### config.mk
export PLATFORM = sky130hd
export DESIGN_NAME = mem_lsu_flat
export DESIGN_NICKNAME = d
export VERILOG_FILES = /design/src/rtl/mem_lsu_if.sv /design/src/rtl/mem_lsu.sv /design/src/flat_wrapper.sv
export SDC_FILE = /design/constraint.sdc
export NUM_CORES = 1
export LEC_CHECK = 0
export ABC_CLOCK_PERIOD_IN_PS = 3400
export CAP_MARGIN = 20
export CORE_MARGIN = 10
export CORE_UTILIZATION = 43
export CTS_BUF_LIST = sky130_fd_sc_hd__clkbuf_4
export CTS_CLUSTER_DIAMETER = 120
export DETAILED_ROUTE_END_ITERATION = 8
export HOLD_SLACK_MARGIN = 0.15
export PLACE_DENSITY = 0.95
export SLEW_MARGIN = 30
export SYNTH_ARGS = -nofsm -noshare
export SYNTH_HDL_FRONTEND = slang
export SYNTH_SLANG_ARGS = --single-unit
### constraint.sdc
create_clock -name clk -period 3.4 [get_ports clk]
set_clock_uncertainty 0.15 [all_clocks]
set_input_delay 0.68 -clock clk [delete_from_list [all_inputs] [get_ports clk]]
set_output_delay 0.68 -clock clk [all_outputs]
set_load 0.005 [all_outputs]
### src/rtl/mem_lsu_if.sv
// mem_lsu_if: request, store-data, load-data and memory pin bundle for mem_lsu.
// slave is the LSU side; master is the requester/memory side.
interface mem_lsu_if #(
    parameter int ADDR_W = 13,
    parameter int DATA_W = 16,
    parameter int LEN_W  = 3
);
    logic              req_valid;
    logic              req_ready;
    logic              req_write;
    logic [ADDR_W-1:0] req_addr;
    logic [LEN_W-1:0]  req_len;
    logic              req_dec;
    logic              wd_valid;
    logic              wd_ready;
    logic [DATA_W-1:0] wd_data;
    logic              rd_valid;
    logic [DATA_W-1:0] rd_data;
    logic              rd_last;
    logic              done;
    logic [ADDR_W-1:0] mem_adr;
    logic [DATA_W-1:0] mem_WD;
    logic              mem_WE;
    logic [DATA_W-1:0] mem_Memout;
    modport slave (
        input  req_valid, req_write, req_addr, req_len, req_dec, wd_valid, wd_data, mem_Memout,
        output req_ready, wd_ready, rd_valid, rd_data, rd_last, done, mem_adr, mem_WD, mem_WE
    );
    modport master (
        output req_valid, req_write, req_addr, req_len, req_dec, wd_valid, wd_data, mem_Memout,
        input  req_ready, wd_ready, rd_valid, rd_data, rd_last, done, mem_adr, mem_WD, mem_WE
    );
endinterface

### src/rtl/mem_lsu.sv
// mem_lsu: burst load/store initiator for a word-addressed memory, 1..8 beats per request.
// Define MEM_LSU_DEC_EN to build descending-address bursts selected by req_dec.
module mem_lsu #(
    parameter int ADDR_W = 13,
    parameter int DATA_W = 16,
    parameter int LEN_W  = 3
) (
    input logic      clk,
    input logic      rst,
    mem_lsu_if.slave bus
);
    typedef enum logic [1:0] {IDLE, RD, WR} state_t;
    state_t            state;
    logic [ADDR_W-1:0] adr;
    logic [ADDR_W-1:0] adr_nxt;
    logic [LEN_W-1:0]  len;
    logic [LEN_W-1:0]  cnt;
    logic              last;
    logic              beat;
`ifdef MEM_LSU_DEC_EN
    logic              dec;
    assign adr_nxt = dec ? adr - ADDR_W'(1) : adr + ADDR_W'(1);
`else
    logic              unused_dec;
    assign unused_dec = bus.req_dec;
    assign adr_nxt    = adr + ADDR_W'(1);
`endif
    assign last         = cnt == len;
    assign beat         = state == RD || (state == WR && bus.wd_valid);
    assign bus.req_ready = state == IDLE && !rst;
    assign bus.wd_ready  = state == WR && !rst;
    // write enable is gated by rst so a reset landing mid-burst never commits a beat
    assign bus.mem_WE    = bus.wd_valid && bus.wd_ready;
    assign bus.mem_WD    = state == WR ? bus.wd_data : '0;
    assign bus.mem_adr   = adr;
    always_ff @(posedge clk) begin
        if (rst) begin
            state       <= IDLE;
            adr         <= '0;
            len         <= '0;
            cnt         <= '0;
            bus.rd_valid <= 1'b0;
            bus.rd_data  <= '0;
            bus.rd_last  <= 1'b0;
            bus.done     <= 1'b0;
`ifdef MEM_LSU_DEC_EN
            dec         <= 1'b0;
`endif
        end else begin
            bus.rd_valid <= state == RD;
            bus.rd_last  <= state == RD && last;
            bus.done     <= beat && last;
            if (state == RD) bus.rd_data <= bus.mem_Memout;
            if (state == IDLE) begin
                if (bus.req_valid) begin
                    adr   <= bus.req_addr;
                    len   <= bus.req_len;
                    cnt   <= '0;
                    state <= bus.req_write ? WR : RD;
`ifdef MEM_LSU_DEC_EN
                    dec   <= bus.req_dec;
`endif
                end
            end else if (beat) begin
                adr <= adr_nxt;
                cnt <= cnt + LEN_W'(1);
                if (last) state <= IDLE;
            end
        end
    end
endmodule

### src/flat_wrapper.sv
// flat-port wrapper written by rule: the top's interface ports become plain ports
module mem_lsu_flat 
#(
    parameter int ADDR_W = 13,
    parameter int DATA_W = 16,
    parameter int LEN_W  = 3
)
  (clk, rst, bus_req_valid, bus_req_write, bus_req_addr, bus_req_len, bus_req_dec, bus_wd_valid, bus_wd_data, bus_mem_Memout, bus_req_ready, bus_wd_ready, bus_rd_valid, bus_rd_data, bus_rd_last, bus_done, bus_mem_adr, bus_mem_WD, bus_mem_WE);
  mem_lsu_if #(.ADDR_W(ADDR_W), .DATA_W(DATA_W), .LEN_W(LEN_W)) bus_i ();
  input logic clk;
  input logic rst;
  input wire logic [$bits(bus_i.req_valid)-1:0] bus_req_valid;
  input wire logic [$bits(bus_i.req_write)-1:0] bus_req_write;
  input wire logic [$bits(bus_i.req_addr)-1:0] bus_req_addr;
  input wire logic [$bits(bus_i.req_len)-1:0] bus_req_len;
  input wire logic [$bits(bus_i.req_dec)-1:0] bus_req_dec;
  input wire logic [$bits(bus_i.wd_valid)-1:0] bus_wd_valid;
  input wire logic [$bits(bus_i.wd_data)-1:0] bus_wd_data;
  input wire logic [$bits(bus_i.mem_Memout)-1:0] bus_mem_Memout;
  output wire logic [$bits(bus_i.req_ready)-1:0] bus_req_ready;
  output wire logic [$bits(bus_i.wd_ready)-1:0] bus_wd_ready;
  output wire logic [$bits(bus_i.rd_valid)-1:0] bus_rd_valid;
  output wire logic [$bits(bus_i.rd_data)-1:0] bus_rd_data;
  output wire logic [$bits(bus_i.rd_last)-1:0] bus_rd_last;
  output wire logic [$bits(bus_i.done)-1:0] bus_done;
  output wire logic [$bits(bus_i.mem_adr)-1:0] bus_mem_adr;
  output wire logic [$bits(bus_i.mem_WD)-1:0] bus_mem_WD;
  output wire logic [$bits(bus_i.mem_WE)-1:0] bus_mem_WE;
  assign bus_i.req_valid = bus_req_valid;
  assign bus_i.req_write = bus_req_write;
  assign bus_i.req_addr = bus_req_addr;
  assign bus_i.req_len = bus_req_len;
  assign bus_i.req_dec = bus_req_dec;
  assign bus_i.wd_valid = bus_wd_valid;
  assign bus_i.wd_data = bus_wd_data;
  assign bus_i.mem_Memout = bus_mem_Memout;
  assign bus_req_ready = bus_i.req_ready;
  assign bus_wd_ready = bus_i.wd_ready;
  assign bus_rd_valid = bus_i.rd_valid;
  assign bus_rd_data = bus_i.rd_data;
  assign bus_rd_last = bus_i.rd_last;
  assign bus_done = bus_i.done;
  assign bus_mem_adr = bus_i.mem_adr;
  assign bus_mem_WD = bus_i.mem_WD;
  assign bus_mem_WE = bus_i.mem_WE;
  mem_lsu #(.ADDR_W(ADDR_W), .DATA_W(DATA_W), .LEN_W(LEN_W)) u_core (.clk(clk), .rst(rst), .bus(bus_i));
endmodule
Yosys cells after proc, flatten, opt, wreduce, memory -nomap -nowiden
Cells that the tools add are included.
{"block": "totals", "reg_bits": 40, "inputBits": 54, "wordCells": 40}
{"block": "classes", "addsub": 2, "eq_ne": 4, "muxes": 12, "n_reduce_logical": 14}
{"operator": "$mux W13", "count": 3}
{"operator": "$mux W16", "count": 1}
{"operator": "$add A13 B1 Y13 const B", "count": 1}
{"operator": "$mux W2", "count": 5}
{"operator": "$mux W3", "count": 3}
{"operator": "$logic_and A1 B1 Y1", "count": 6}
{"operator": "$reduce_and A2 Y1", "count": 2}
{"operator": "$reduce_bool A2 Y1", "count": 2}
{"operator": "$add A3 B1 Y3 const B", "count": 1}
{"operator": "$eq A3 B3 Y1", "count": 1}
{"operator": "$reduce_and A3 Y1", "count": 1}
{"operator": "$eq A2 B1 Y1 const B", "count": 1}
{"operator": "$eq A2 B2 Y1 const B", "count": 1}
{"operator": "$logic_not A2 Y1", "count": 1}
{"operator": "$ne A2 B2 Y1 const B", "count": 1}
{"operator": "$logic_not A1 Y1", "count": 1}
{"operator": "$logic_or A1 B1 Y1", "count": 1}

Longest topological paths before layout
{"block": "logic_depth", "word_depth": 5, "ltp_mapped": 7}

Worst setup path after synthesis
No wires, ideal clock.
{"block": "synth_timing", "path_kind": "input to output", "startpoint": "input port rst", "endpoint": "output port bus_req_ready", "arrival_time_ns": 1.242, "required_time_ns": 2.570, "path_slack_ns": 1.328, "cell_stages": 3, "n_path_buf": 2, "path_cell_list": "clkbuf_1 > clkbuf_1 > nor2_1"}
{"block": "synth_between", "elab_chain_len": 2}
{"element": "start, declared", "line": "flat_wrapper.sv:11", "rtl": "input logic rst;"}
{"element": "$logic_not A1 Y1", "line": "mem_lsu.sv:30", "rtl": "assign bus.req_ready = state == IDLE && !rst;"}
{"element": "$logic_and A1 B1 Y1", "line": "mem_lsu.sv:30"}
{"element": "end, declared", "line": "flat_wrapper.sv:20", "rtl": "output wire logic [$bits(bus_i.req_ready)-1:0] bus_req_ready;"}
Every way passes these cells.

Worst setup path after layout
{"block": "layout_timing", "startpoint": "register u_core.state[1]", "endpoint": "output port bus_mem_WE"}
{"block": "layout_between", "elab_chain_len": 3}
{"element": "start, declared", "line": "mem_lsu.sv:13", "rtl": "state_t state;"}
{"element": "start signal, assigned", "line": "mem_lsu.sv:59", "rtl": "state <= bus.req_write ? WR : RD;"}
{"element": "$eq A2 B2 Y1", "line": "mem_lsu.sv:31", "rtl": "assign bus.wd_ready = state == WR && !rst;"}
{"element": "$logic_and A1 B1 Y1", "line": "mem_lsu.sv:31"}
{"element": "$logic_and A1 B1 Y1", "line": "mem_lsu.sv:33", "rtl": "assign bus.mem_WE = bus.wd_valid && bus.wd_ready;"}
{"element": "end, declared", "line": "flat_wrapper.sv:28", "rtl": "output wire logic [$bits(bus_i.mem_WE)-1:0] bus_mem_WE;"}
Every way passes these cells.

==> out/results.ini <==
[run_status]
status = completed

[layout]
drive_above_1_share_pct = 4.55
layout_commonest_cell = clkdlybuf4s50_1
final_cell_mix = clkdlybuf4s50_1, nand2_1, dfxtp_1, a21oi_1, and2_1
antenna_cells = 0
final_area_mm2 = 0.00313
layout.cells.non_filler = 404
area_growth_pct = 59.0
fin_nets = 408

[min_path]
hold_path_startpoint = u_core.bus.rd_data[2]
min_delay_path_depth = 2
whs_endpoint = u_core.bus.rd_data[2]
hp-class = flop to flop

[worst_setup_path]
worstSetupPathType = flop to output port
crit_fanout = 17
worst_setup_path_start_kind = flop
critPathSlowestCell = dfxtp_1
r2r_end = u_core.bus.mem_adr[10]
critPathRequiredTime_ns = 2.57
r2r_start = u_core.state[1]
critical_path_buf_inv_count = 1
slowest_delay_ns = 0.67
r2r_slack_ns = 1.29
rr_worst_depth = 4
critical_path_arrival_ns = 2.29
critPathTopFamily = simple AND/OR/NAND/NOR gates
cp-end-kind = output port
cp_cell_sequence = and2b_1 -> nor2b_1 -> and2_1 -> clkdlybuf4s50_1

[sta]
holdWs_ns = 0.313
worst_pin_slew_ns = 0.798
tns_ns = 0
final-setup-viol-count = 0
rsz0062_at_grt = false
hold_viol = 0
drv_slew = 0
finalWorstSetupSlack_ns = 0.276
relSlewSlack_pct = 46.8
period_minus_slack_ns = 3.12
min_period_over_period_pct = 91.9
max_freq_ghz = 0.320

[synth]
avgSynthCellArea_um2 = 7.71
syn_inst = 255
synth-edff-count = 0
yosysTopAreaCellShare_pct = 40.7
synth_warnings = 0
synth_area_leader_cell = dfxtp_1
synth.area.top_cells = dfxtp_1, a21oi_1, nand2_1
ys_types = 37
synth_nets = 311
synth_seq_cells = 40
async_flop_share_pct = 0
synthesis.area_mm2 = 0.00197
ys_seq_area_share_pct = 40.7
ys.flop_type = dfxtp_1

[floorplan]
die_area_mm2 = 0.00768
start_util_pct = 44.8
fp.dieH_um = 87.6
io_pins = 105
fp-row-count = 24
die_x_um = 87.6
core_area_mm2 = 0.00438

[drt]
antenna_left = 0
drt-initial-drc-count = 316
drt_pre_antenna_iters = 4
wl_per_cell_um = 16.8
routed_wl_mm = 6.77
viasPerCell = 5.57
vias = 2249
drc = 0

[place]
dp_hpwl_mm = 5.08
dpl_worst_slack_ns = 0.504
gp_congestion = 0.827
portBuffers = 103
placed_cell_area_mm2 = 0.00302
placed_cells = 397

[clocking]
cts.clk_slew.worst_paths_ns = 0.13
clk_latency_ns = 0.35
cts.sinks = 40
cts_hold_buf = 0
cts_buffers = 5
cts_tree = done
cts-root-buf = clkbuf_4
cts_resized = 0
post_cts_buffers = 0
htree_num_levels = 2
cts_buffer_depth = 2

[power]
p_leak_nw = 1.08
p_per_area_mw_per_mm2 = 395
ir_worst_vdd_mv = 0.308

[global_routing]
grt_pass1_vias = 2113
grt-ovfl-total = 0
antenna_found_initial = 0
grt_pass1_wl_mm = 10.7
grt_max_degree = 22
grt_util_all_layers_pct = 17.2

[flow_run]
max_cap_violations = 0

[stage by stage]
| stage | total power [mW] | util (%) |
|---|---|---|
| 2_1_floorplan | 0.685 | - |
| 3_3_place_gp | 0.849 | 68.9 |
| 3_5_place_dp | 0.860 | 68.9 |
| 4_1_cts | 1.24 | 71.1 |
| 5_1_grt | 1.30 | 71.3 |
| 6_report | 1.24 | 71.3 |
[how the worst max path moves through the flow]
stage,startpoint,slack [ns],cells past startpoint,end
3_3_place_gp,rst,0.53,4,bus_mem_WE
4_1_cts,u_core.state[1],0.30,4,bus_mem_WE
3_5_place_dp,rst,0.50,4,bus_mem_WE
5_1_grt,u_core.state[1],0.05,4,bus_mem_WE
6_report,u_core.state[1],0.28,4,bus_mem_WE
2_1_floorplan,rst,1.33,3,bus_req_ready
[registers in the layout, summed over array words and instances (netlist names)]
name / cells
u_core.bus.rd_valid: 1
u_core.bus.mem_adr: 13
u_core.len: 3
u_core.bus.done: 1
u_core.cnt: 3
u_core.bus.rd_data: 16
u_core.state: 2
u_core.bus.rd_last: 1
[Yosys cell counts (2+ instances only)]
cell / instances
nand4_1: 6
nand3_1: 10
nand2_1: 41
o21ai_1: 2
clkbuf_1: 12
a21oi_1: 32
a31oi_1: 3
or3_1: 3
and2_1: 21
o21ai_0: 14
xnor2_1: 4
nor2b_1: 2
nor2_1: 11
nor4_1: 3
a32oi_1: 3
nor3b_1: 2
buf_2: 4
inv_1: 4
nor3_1: 9
buf_4: 2
a221oi_1: 2
ha_1: 2
a211oi_1: 7
a311oi_1: 2
and3_1: 2
dfxtp_1: 40
o311a_1: 2
[power breakdown]
group / internal [mW] / total (mW) / switching [mW]
Clock: 0.225 / 0.382 / 0.157
Combinational: 0.177 / 0.308 / 0.131
Sequential: 0.503 / 0.546 / 0.0430
[cells by family (layout without fill, tap and decap cells)]
kind of cell	count (synthesis)	count (layout)	share of synthesized area (%)
AO/OA/AOI/OAI	69	69	20.8
XOR/XNOR	4	4	1.78
adder cells (fa/ha/maj)	2	2	1.27
buffers and inverters	22	119	4.84
flip-flops	40	40	40.7
multiplexers	1	1	0.509
AND/OR/NAND/NOR	117	117	30.1
[cell type report]
cell class                 instances  area, µm²
fill                             347       1260
sequential                        40        801
clock buffer                       5       37.5
timing repair buffer             108       1070
multi-input combinational        193       1080
inverter                           4       15.0
clock inverter                     2       60.1
tap                               52       65.1
[worst register-to-register path, cell delays in order (launching register included)]
cell and delay [ns]:
dfxtp_1 0.67, nand3b_2 0.21, o21a_1 0.32, or4_1 0.53
a31oi_1 0.16
[routing by layer]
layer | track usage, % | part of all wire (%) | vias to the layer above
li1 | - | - | 1095
met1 | 21.0 | 42 | 1036
met2 | 27.8 | 49 | 109
met3 | 5.57 | 8.1 | 9
met4 | 5.65 | 1.5 | 0
met5 | 0 | 0 | -
No activity file was read; power rests on OpenSTA's default activity.
